===== src/rtl/rv_alu_pkg.sv =====
// Shared ALU definitions: operation encoding, default datapath width and
// the layout of one add/sub pipeline stage at that width.
package rv_alu_pkg;

    localparam int DATA_WIDTH = 32;

    typedef enum logic {
        OP_ADD = 1'b0,
        OP_SUB = 1'b1
    } addsub_op_t;

    // One stage of the chunked adder: result chunks below the stage index are
    // final, operand chunks at and above it are still waiting to be added.
    typedef struct packed {
        logic                  valid;
        logic [DATA_WIDTH-1:0] a;
        logic [DATA_WIDTH-1:0] b;
        logic [DATA_WIDTH-1:0] res;
        logic                  carry;
    } addsub_stage_t;

endpackage


===== src/rtl/addsub_slice.sv =====
// Combinational CHUNK-bit adder slice with carry in and carry out.
module addsub_slice #(
    parameter int CHUNK = 8
) (
    input  logic [CHUNK-1:0] a,
    input  logic [CHUNK-1:0] b,
    input  logic             cin,
    output logic [CHUNK-1:0] sum,
    output logic             cout
);

    assign {cout, sum} = {1'b0, a} + {1'b0, b} + {{CHUNK{1'b0}}, cin};

endmodule


===== src/rtl/pipe_addsub.sv =====
// Pipelined add/subtract: the WIDTH-bit operation is split into STAGES chunks,
// one chunk added per cycle with the carry registered between stages.
module pipe_addsub
    import rv_alu_pkg::*;
#(
    parameter int WIDTH  = DATA_WIDTH,
    parameter int STAGES = 4
) (
    input  logic             clk,
    input  logic             reset,
    input  logic             in_valid,
    output logic             in_ready,
    input  logic [WIDTH-1:0] in_1,
    input  logic [WIDTH-1:0] in_2,
    input  logic             sub,
    output logic             out_valid,
    input  logic             out_ready,
    output logic [WIDTH-1:0] out,
    output logic             carry_out,
    output logic             overflow,
    output logic             zero
);

    localparam int CHUNK = WIDTH / STAGES;
    localparam int LAST  = STAGES - 1;

    if (WIDTH % STAGES != 0) begin : g_bad_split
        $error("pipe_addsub: WIDTH must be a multiple of STAGES");
    end

    typedef struct packed {
        logic             valid;
        logic [WIDTH-1:0] a;
        logic [WIDTH-1:0] b;
        logic [WIDTH-1:0] res;
        logic             carry;
    } stage_t;

    stage_t           src [STAGES];
    stage_t           nxt [STAGES];
    stage_t           stg [STAGES];
    logic [CHUNK-1:0] sum [STAGES];
    logic             cout [STAGES];
    logic             advance;
    logic             ovf_d;

    // Handshake: an operand transfer happens on a rising edge with in_valid && in_ready,
    // a result completes with out_valid && out_ready. The whole pipe moves as one unit
    // whenever the output register is empty or being drained, so in_ready is exactly that.
    assign advance  = !out_valid || out_ready;
    assign in_ready = advance;

    always_comb begin
        src[0].valid = in_valid;
        src[0].a     = in_1;
        src[0].b     = (addsub_op_t'(sub) == OP_SUB) ? ~in_2 : in_2;
        src[0].res   = '0;
        src[0].carry = sub;
        for (int k = 1; k < STAGES; k++) begin
            src[k] = stg[k-1];
        end
    end

    for (genvar k = 0; k < STAGES; k++) begin : g_slice
        addsub_slice #(.CHUNK(CHUNK)) u_slice (
            .a   (src[k].a[k*CHUNK +: CHUNK]),
            .b   (src[k].b[k*CHUNK +: CHUNK]),
            .cin (src[k].carry),
            .sum (sum[k]),
            .cout(cout[k])
        );
    end

    always_comb begin
        for (int k = 0; k < STAGES; k++) begin
            nxt[k]                        = src[k];
            nxt[k].res[k*CHUNK +: CHUNK]  = sum[k];
            nxt[k].carry                  = cout[k];
        end
    end

    assign ovf_d = (nxt[LAST].a[WIDTH-1] == nxt[LAST].b[WIDTH-1]) &&
                   (nxt[LAST].res[WIDTH-1] != nxt[LAST].a[WIDTH-1]);

    // The last stage is the output register; a bubble only clears its valid so the
    // data outputs keep the last delivered result.
    always_ff @(posedge clk) begin
        if (reset) begin
            for (int k = 0; k < STAGES; k++) begin
                stg[k] <= '0;
            end
            overflow <= 1'b0;
            zero     <= 1'b0;
        end else if (advance) begin
            for (int k = 0; k < STAGES; k++) begin
                if (k < LAST || nxt[k].valid) begin
                    stg[k] <= nxt[k];
                end else begin
                    stg[k].valid <= 1'b0;
                end
            end
            if (nxt[LAST].valid) begin
                overflow <= ovf_d;
                zero     <= ~|nxt[LAST].res;
            end
        end
    end

    assign out_valid = stg[LAST].valid;
    assign out       = stg[LAST].res;
    assign carry_out = stg[LAST].carry;

endmodule


===== config.mk =====
export PLATFORM = sky130hd
export DESIGN_NAME = pipe_addsub
export DESIGN_NICKNAME = d
export VERILOG_FILES = /design/src/rtl/rv_alu_pkg.sv /design/src/rtl/addsub_slice.sv /design/src/rtl/pipe_addsub.sv
export SDC_FILE = /design/constraint.sdc
export NUM_CORES = 1
export LEC_CHECK = 0
export BUFFER_PORTS_ARGS = -buffer_cell sky130_fd_sc_hd__clkbuf_2
export CAP_MARGIN = 20
export CORE_UTILIZATION = 62
export CTS_CLUSTER_DIAMETER = 40
export DETAILED_ROUTE_END_ITERATION = 6
export PLACE_DENSITY = 0.88
export SETUP_SLACK_MARGIN = 0.5
export SYNTH_ARGS = -nofsm -noshare
export SYNTH_HDL_FRONTEND = slang
export SYNTH_SLANG_ARGS = --single-unit

===== constraint.sdc =====
create_clock -name clk -period 4.15 [get_ports clk]
set_input_delay 0.2075 -clock clk [delete_from_list [all_inputs] [get_ports clk]]
set_output_delay 0.2075 -clock clk [all_outputs]
set_load 0.02 [all_outputs]

# Word level (Yosys, flattened, before mapping)
# Memory sizes are Yosys's and may differ from the RTL's.
# Cells that the tools add are included.
[word_totals] register_bits=2 latch_bits=0 mem_bits_rw=392 romBits=0 input_bits=69 memories=1
[memory_table] memory="stg" words=4 width=98 rd=4 rd_clocked_by_memory_dff=0 write_ports=4 line_no="pipe_addsub.sv:41" text="stage_t stg [STAGES];"
[op_classes] n_addsub=8 n_mul=0 n_div=0 n_lt_le_gt_ge=0 n_eq_ne=2 n_shift=0 mux=19 bitwise_logic=6 n_reduce_logical=6
[ops] operator="two-way mux 98 bit" n=4
[ops] operator="adder 8 x 8 -> 9 bit" n=4
[ops] operator="adder 9 x 1 -> 9 bit" n=4
[ops] operator="two-way mux 32 bit" n=1
[ops] operator="NOT 32 bit" n=1
[ops] operator="OR reduction 32 bit" n=1
[ops] operator="two-way mux 1 bit" n=14
[ops] operator="bitwise OR 1 bit" n=5
[ops] operator="logical NOT 1 bit" n=2
[ops] operator="AND reduction 2 bit" n=1
[ops] operator="equality test 1 bit" n=1
[ops] operator="logical AND 1 bit" n=1
[ops] operator="logical OR 1 bit" n=1
[ops] operator="inequality test 1 bit" n=1

# Longest topological paths before layout
# Gate-level depths: netlist (run 1).
# An unclocked memory read counts as a cell.
[logic_depth] ltp_word=8 mapped_depth=10 depth_no_buf=10

# Hierarchy
# From an unflattened synthesis (run 1), not the netlist that was laid out.
[hier_totals] hier_cells=612 hier_area_um2=8590.7
[by_module_without_submodules] mod="pipe_addsub" n_inst=1 cells_each=448 area_each_um2=7264.5 seq_area_each_um2=5565.3
[by_module_without_submodules] mod="addsub_slice at g_slice[0].u_slice ..." n_inst=2 cells_each=40 area_each_um2=331.6 seq_area_each_um2=0.0
[by_module_without_submodules] mod="addsub_slice at g_slice[2].u_slice ..." n_inst=2 cells_each=42 area_each_um2=331.6 seq_area_each_um2=0.0

# Least setup slack after synthesis (run 1)
# Ideal clock, no wire load.
[synth_timing] kind="reg2reg" start="memory stg[3][97] in the netlist's numbering" end="memory stg[0][0] in the netlist's numbering (enable)" t_arrival_ns=2.595 t_required_ns=3.703 path_slack_ns=1.109 path_stages_with_launch=3 path_buffers=0 synth_period_minus_slack_ns=3.041 cell_sequence="edfxtp_1 nand2b_2 or2_2"
[synth_rtl] item="start: declaration" line_no="pipe_addsub.sv:41"

==> results of run 1 <==
## critical path, cell delays in order
cell	delay (ns)
clkbuf_2	0.53
mux2_4	0.53
fa_1	0.41
a21o_1	0.18
a21oi_1	0.17
nor2b_1	0.09
o21a_1	0.19
o21ai_0	0.23
nor3b_1	0.25
## cell type report
| type | count | area share [%] |
|---|---|---|
| clock inverter | 13 | 1.31 |
| multi-input combinational | 376 | 27.4 |
| tap | 176 | 2.28 |
| sequential | 186 | 57.6 |
| clock buffer | 19 | 4.48 |
| inverter | 14 | 0.544 |
| timing repair buffer | 111 | 6.37 |
## synthesized netlist by cell type, types with 2 or more instances
| cell | instances | area (µm²) |
|---|---|---|
| and2_1 | 130 | 813 |
| clkbuf_1 | 17 | 63.8 |
| nand2_1 | 6 | 22.5 |
| fa_1 | 7 | 140 |
| o211ai_1 | 2 | 15.0 |
| nor3b_1 | 2 | 15.0 |
| o21a_1 | 4 | 30.0 |
| a311oi_1 | 2 | 17.5 |
| nand2b_1 | 4 | 25.0 |
| a31oi_1 | 2 | 12.5 |
| and3_1 | 3 | 18.8 |
| o21ai_0 | 15 | 75.1 |
| o31ai_1 | 2 | 15.0 |
| nor2_1 | 54 | 203 |
| nor3_1 | 7 | 35.0 |
| inv_1 | 14 | 52.6 |
| nor2b_1 | 8 | 50.1 |
| or2_2 | 2 | 12.5 |
| ha_1 | 28 | 350 |
| mux2i_1 | 2 | 20.0 |
| a21o_1 | 8 | 60.1 |
| a211oi_2 | 2 | 25.0 |
| xor2_1 | 12 | 105 |
| edfxtp_1 | 184 | 5530 |
| a21oi_1 | 13 | 65.1 |
| dfxtp_1 | 2 | 40.0 |
| buf_2 | 6 | 30.0 |
| xnor2_1 | 33 | 289 |
| or3_1 | 5 | 31.3 |
| nand4_1 | 3 | 18.8 |
| nor4_1 | 5 | 31.3 |
## state kept, by name (all words and copies together) (netlist names)
signal,cells
overflow,1
zero,1
stg,184
## cells by family (layout without fill, tap and decap cells)
group           after synthesis  after routing
mux                           3              3
flops                       186            186
buf+inv                      38            157
compound gates               56             56
simple gates                237            237
xor+xnor                     45             45
fa+ha+maj                    35             35
## routing by layer
metal | vias to the layer above | part of all wire, % | global-route usage (%)
li1 | 2326 | - | -
met1 | 2182 | 43 | 26.2
met2 | 173 | 50 | 33.0
met3 | 8 | 6.2 | 4.99
met4 | 0 | 0.77 | 9.21
met5 | - | 0 | 0
## metrics by stage
step                setup slack [ns]  util, %  instance area [µm²]  hold slack, ns  std cells
CTS                             1.66     72.9                 9610          0.0431        893
finish                          1.62     73.2                 9660          0.0554        895
global route                    1.44     73.2                 9660          0.0434        895
detailed placement              1.24     68.6                 9050           0.461        861
floorplan                       1.11        -                 8350           0.396        600
global placement                1.40     68.6                 9050           0.447        861
## power by group
group	leakage [nW]	internal [mW]	switching, mW	total [mW]
Sequential	2.14	2.21	0.0422	2.25
Clock	0.268	0.880	0.650	1.53
Combinational	1.70	0.182	0.225	0.408
## worst paths after layout
check,startpoint,end,depth (start not counted)
min reg2reg,zero,zero,2
max,sub,stg[0][7],9
min,in_1[14],stg[0][79],2
max reg2reg,stg[1][0],stg[2][0],10
==> Flow_metrics.wiki, run 1 <==
{| class="wikitable"
! Metric !! Value
|-
| Seq. cell area || between 0.005 and 0.006 mm²
|-
| Peak clock frequency supported by timing || 395 MHz
|-
| Commonest non-fill, non-tap cells in the layout || 184 x edfxtp_1, 130 x and2_1, 105 x clkbuf_2, 54 x nor2_1, 33 x xnor2_1
|-
| Fraction of the cycle the final worst path needs || 61.0%
|-
| Violated checks || DRC
|-
| Area of the mapped netlist || between 0.008 and 0.009 mm²
|-
| Worst Setup Path Type || in2reg
|-
| Post-cts gate resize count || 0
|-
| Register area share after synthesis || between 60% and 70%
|-
| Share of cells above drive strength 1 || 20.4%
|-
| Async S/R FF share, synth || 0%
|-
| Initial DRC count || 437
|-
| Sort of element at the end of the critical path || flop
|-
| CP Max Fanout || 32
|-
| Area share of and/or/nand/nor cells after synthesis || approximately 16%
|-
| Post-Syn Instances || 600
|-
| Main combinational cell family by area after synthesis || simple AND/OR/NAND/NOR gates
|-
| Count of clock tree sinks || ~190
|-
| Core area || roughly 0.013 mm²
|-
| Placer's final routability congestion estimate || between 0.8 and 0.9
|-
| Static power due to leakage || just over 4 nW
|-
| Power consumption || about 4.2 mW
|-
| Worst slew pin tran || roughly 0.97 ns
|-
| Antenna Cells || 0
|-
| #FFs+latches synth || between 150 and 200
|-
| Vias in the first global route || between 4,000 and 5,000
|-
| Depth of the CTS H-tree || 4
|-
| Antenna Violating Nets Remaining || 0
|-
| Drt drc || 2
|-
| Synthesized-area fraction occupied by ao, oa, aoi and oai cells || under 10%
|-
| Clock transition at the registers of the reported paths || roughly 0.07 ns
|-
| Largest net degree at the start of global routing || 85
|-
| Max capacitance violation total || 0
|-
| Fillers || around 800
|-
| Input/output buffers || approximately 110
|-
| Worst setup skew after layout || approximately 0.0065 ns
|-
| Finish-stage setup viols || 0
|-
| Net total in the final layout || 810
|-
| Area added between synthesis and finish || 15.6%
|-
| Number of I/O pins || 106
|-
| Setup TNS || 0 ns
|-
| Flip-flop cell with the highest count after synthesis || edfxtp_1
|-
| Crit path launch type || input port
|-
| Multi-input combinational cell area || 0.00265 mm²
|-
| Vert. Die Dim || roughly 120 µm
|-
| XOR/XNOR share of the synthesized area || ~4.7%
|-
| Count of cell types in the netlist || 47
|-
| Post-synthesis adder-cell area fraction || approximately 5.9%
|-
| Post CTS Setup Buffer Count || 0
|-
| Power density over cell area || approximately 430 mW/mm²
|-
| Flop-to-flop setup slack || between 1.5 and 2 ns
|-
| Time the worst path needs with I/O delays and setup || ~2.5 ns
|-
| Overall routing resource usage || between 20% and 30%
|-
| Number of enable flip-flop cells after synthesis || 184
|-
| Global-route wire length before repair || 21,800 µm
|-
| Share of synthesized area spent on multiplexers || less than 1%
|-
| Post-CTS Hold Fix Bufs || 0
|-
| Starting density of the core || 63.3%
|-
| Hold Path Class || in2reg
|-
| Num CTS Buffers || 17
|-
| CTS max path bufs || 2
|-
| Via-per-instance ratio || approximately 5.2
|-
| Data required time of the critical path || about 4.4 ns
|-
| Average cell area after synthesis || between 10 and 15 µm²
|-
| DIE AREA || about 0.014 mm²
|-
| Data arrival at the endpoint of the critical path || between 2 and 3 ns
|-
| Yosys synthesis warning count || 0
|-
| Number of pins with negative max-slew slack in the final report || 0
|-
| Total grt overflow || 0
|-
| Clock tree from TritonCTS || done
|-
| Rel. slew slack || 35.4%
|-
| Most common library cell in the layout ignoring fill and taps || edfxtp_1
|-
| Maximum VDD drop || about 0.00032 V
|-
| Run status || complete, but fails checks
|-
| Syn_nets || 704
|-
| Final Hold Viols || 0
|-
| Clock tree root driver cell || clkbuf_16
|-
| Number of antenna violations at the first check in global routing || 0
|-
| Drt wl/cell || between 10 and 15 µm
|-
| Number of placement rows || 42
|-
| Latest clock arrival within the worst-skew pair || between 0.4 and 0.5 ns
|-
| Sum of net half-perimeters after detailed placement || between 8000 and 9000 µm
|-
| Via Count || roughly 4,700
|-
| RSZ-0062 raised after global routing || false
|-
| DRT Wirelength || ~13,000 µm
|-
| Chip width || ~120 µm
|-
| Total iterations of the first detailed-routing run || 7
|}
Power figures use the tool's default switching activity.
==> run 2, diff against run 1 <==
--- a/config.mk
+++ b/config.mk
@@ -7,10 +7,10 @@
 export LEC_CHECK = 0
 export BUFFER_PORTS_ARGS = -buffer_cell sky130_fd_sc_hd__clkbuf_2
 export CAP_MARGIN = 20
-export CORE_UTILIZATION = 62
+export CORE_UTILIZATION = 58
 export CTS_CLUSTER_DIAMETER = 40
 export DETAILED_ROUTE_END_ITERATION = 6
-export PLACE_DENSITY = 0.88
+export PLACE_DENSITY = 0.83
 export SETUP_SLACK_MARGIN = 0.5
 export SYNTH_ARGS = -nofsm -noshare
 export SYNTH_HDL_FRONTEND = slang
==> constraint.sdc (replaced) <==
create_clock -name clk -period 2.4 [get_ports clk]
set_input_delay 0.12 -clock clk [delete_from_list [all_inputs] [get_ports clk]]
set_output_delay 0.12 -clock clk [all_outputs]
set_load 0.02 [all_outputs]
==> run 2 against run 1 <==
The run now ends clean. Clock power increased by 86%. Highest routed layer unchanged. Sequential share of layout area decreased by 3.7 points. Sequential cell count unchanged. Wire length increased by 11%. Register-to-register slack got worse by 1.6 ns. Combinational power increased by 94%. Clock-buffer cell count unchanged. Via count increased by 5.8%. Largest power group unchanged. Critical endpoint is now stg[1][15]. Clock skew increased by 0.0011 ns. Design area increased by 6.8%. Sequential power increased by 73%.
==> Flow_metrics.wiki, run 2 (synthesis results as in run 1) <==
{| class="wikitable"
! Metric !! Value
|-
| Run status || completed
|-
| CTS max path bufs || 2
|-
| Starting density of the core || 59.7%
|-
| Overall routing resource usage || 20.2%
|-
| Commonest non-fill, non-tap cells in the layout || 184 x edfxtp_1, 130 x and2_1, 105 x clkbuf_2, 54 x nor2_1, 31 x xnor2_1
|-
| Most frequent cell on the critical path || inv_2
|-
| Static power due to leakage || 4.39 nW
|-
| Switching share of total power || 22.3%
|-
| Share of cells above drive strength 1 || roughly 27%
|-
| Worst Setup Path Type || reg2reg
|-
| Slowest library cell on the worst path || edfxtp_1
|-
| Drt wl/cell || between 15 and 20 µm
|-
| Clock transition at the registers of the reported paths || 0.06 ns
|-
| Number of antenna violations at the first check in global routing || 0
|-
| Antenna Violating Nets Remaining || 0
|-
| Power density over cell area || 732 mW/mm²
|-
| Most common library cell in the layout ignoring fill and taps || edfxtp_1
|-
| Sort of element at the end of the critical path || flop
|-
| Leading registers by flop count || stg x184, overflow x1, zero x1
|-
| Finish-stage setup viols || 0
|-
| Depth of the CTS H-tree || 4
|-
| Time the worst path needs with I/O delays and setup || roughly 2.4 ns
|-
| Hold Path Class || in2reg
|-
| Most flop-heavy register || stg
|-
| Pre-CTS worst setup slack || around 0.13 ns
|-
| Worst setup skew after layout || roughly 0.0075 ns
|-
| Sum of net half-perimeters after detailed placement || around 9200 µm
|-
| Number of instances on the worst hold path || 3
|-
| End of the worst register-to-register path || stg[1][15]
|-
| CP Max Fanout || 2
|-
| Clock group share of total power || a little under two fifths
|-
| Finished Core Util || around three quarters
|-
| Vias in the first global route || roughly 5,000
|-
| Cell internal pwr || roughly 5.9 mW
|-
| Total iterations of the first detailed-routing run || 5
|-
| Fillers || 833
|-
| Data arrival at the endpoint of the critical path || 2.57 ns
|-
| Global-route wire length before repair || between 20,000 and 25,000 µm
|-
| Cells on worst reg2reg path || 10
|-
| Number of I/O pins || between 100 and 150
|-
| Final Hold Viols || 0
|-
| Flop-to-flop setup slack || about 0.00088 ns
|-
| Drt drc || 0
|-
| Vert. Die Dim || around 120 µm
|-
| Number of placement rows || 43
|-
| Number of pins with negative max-slew slack in the final report || 0
|-
| Largest register FFs || 184
|-
| Via-per-instance ratio || ~5.3
|-
| Max capacitance violation total || 0
|-
| RSZ-0062 raised after global routing || true
|-
| DRT Wirelength || 14,800 µm
|-
| Initial DRC count || 311
|-
| Area added between synthesis and finish || 23.5%
|-
| Chip width || approximately 120 µm
|-
| Placer's final routability congestion estimate || between 0.7 and 0.8
|-
| Delay contributed by the slowest stage of the critical path || roughly 0.4 ns
|-
| Net switching power || between 1.5 and 2 mW
|-
| Core area || 0.0140 mm²
|-
| Maximum VDD drop || roughly 0.00053 V
|-
| Crit path launch type || flop
|-
| Largest net degree at the start of global routing || between 60 and 70
|-
| Clock tree from TritonCTS || done
|-
| Fraction of the cycle the final worst path needs || between 90% and 100%
|-
| Cell Chain, Critical Path || inv_2, fa_1, inv_2, fa_2, a21o_1, a21oi_2, nor2b_2, o21a_1, or3_1, and3_1
|-
| Via Count || approximately 5,000
|-
| Total grt overflow || 0
|-
| Comb pwr share || between 10% and 20%
|-
| Sequential cell fraction of total power || 51.7%
|-
| First element of the critical path || stg[0][73]
|-
| Rel. slew slack || between 60 and 70%
|-
| Worst slew pin tran || about 0.51 ns
|-
| End of the critical path || stg[1][15]
|-
| DIE AREA || ~0.015 mm²
|-
| Peak clock frequency supported by timing || roughly 420 MHz
|-
| Antenna Cells || 0
|-
| Data required time of the critical path || 2.58 ns
|-
| Latest clock arrival within the worst-skew pair || ~0.42 ns
|-
| Clock tree root driver cell || clkbuf_16
|-
| Count of clock tree sinks || around 190
|-
| Net total in the final layout || 854
|-
| Worst setup slack after layout || a little under 0.0009 ns
|-
| FF-to-FF Start || stg[0][73]
|-
| Num CTS Buffers || 17
|-
| Input/output buffers || 105
|}
-- run 2: cell types whose count changed in the layout (fill, tap and decap cells not counted), sizes merged --
cell / previous run / this run
dlygate4sd3: 0 / 24
buf: 6 / 26
bufinv: 2 / 3
clkinv: 7 / 6
clkinvlp: 2 / 1
inv: 16 / 17
-- run 2: how the worst min path moves through the flow --
stage	slack, ns	from	endpoint
2_1_floorplan	0.31	reset	zero
3_3_place_gp	0.40	in_1[27]	stg[0][92]
3_5_place_dp	0.40	in_1[10]	stg[0][75]
4_1_cts	0.002	in_2[21]	stg[0][54]
5_1_grt	0.02	in_2[20]	stg[0][53]
6_report	0.01	in_2[21]	stg[0][54]
-- run 2: routing by layer --
layer  part of all wire, %  GRT usage [%]  up-vias
li1                      -              -     2417
met1                    43           25.2     2346
met2                    50           34.1      171
met3                   4.8           5.01       28
met4                   1.8           7.48        0
met5                     0              0        -
-- run 2: worst max-delay path: cells and delay by family, from the launching register on --
family | cells | cell delay (ns)
compound gates | 3 | 0.56
flops | 1 | 0.41
simple gates | 3 | 0.55
fa+ha+maj | 2 | 0.51
buf+inv | 2 | 0.11
-- run 2: per-stage QoR --
step / hold slack (ns) / std cells / total power [mW] / instance area [µm²] / setup TNS [ns]
finish: 0.0134 / 943 / 7.55 / 10300 / 0
global route: 0.0215 / 943 / 7.80 / 10300 / -0.128
CTS: 0.00154 / 935 / 7.53 / 10100 / 0
detailed placement: 0.402 / 872 / 4.67 / 9210 / 0
global placement: 0.397 / 872 / 4.62 / 9210 / 0
floorplan: 0.308 / 600 / 4.44 / 8450 / 0
-- run 2: cell type report --
type / instances / area (µm²) / area share (%)
inverters: 14 / 55.1 / 0.534
repair buffers: 155 / 1010 / 9.82
clock buffers: 19 / 443 / 4.29
multi-input cells: 376 / 2850 / 27.6
clock inverters: 13 / 165 / 1.60
flip-flops and latches: 186 / 5570 / 53.9
well taps: 180 / 225 / 2.18
-- run 2: what timing repair did --
| action | CTS | global route |
|---|---|---|
| endpoints found under the hold margin | 24 | 0 |
| setup buffers | 7 | 8 |
| hold buffers | 24 | 0 |
| pin swaps | 19 | 10 |
| resized for setup | 9 | 23 |
| setup endpoints to repair | 13 | 17 |
-- run 2: power by group through the flow --
stage	Combinational (mW)	Sequential [mW]	Clock, mW
after floorplan	0.462	3.97	0
after global placement	0.668	3.95	0
after detailed placement	0.701	3.97	0
after CTS	0.759	3.90	2.88
after global routing	0.874	3.92	3.00
final	0.793	3.90	2.85
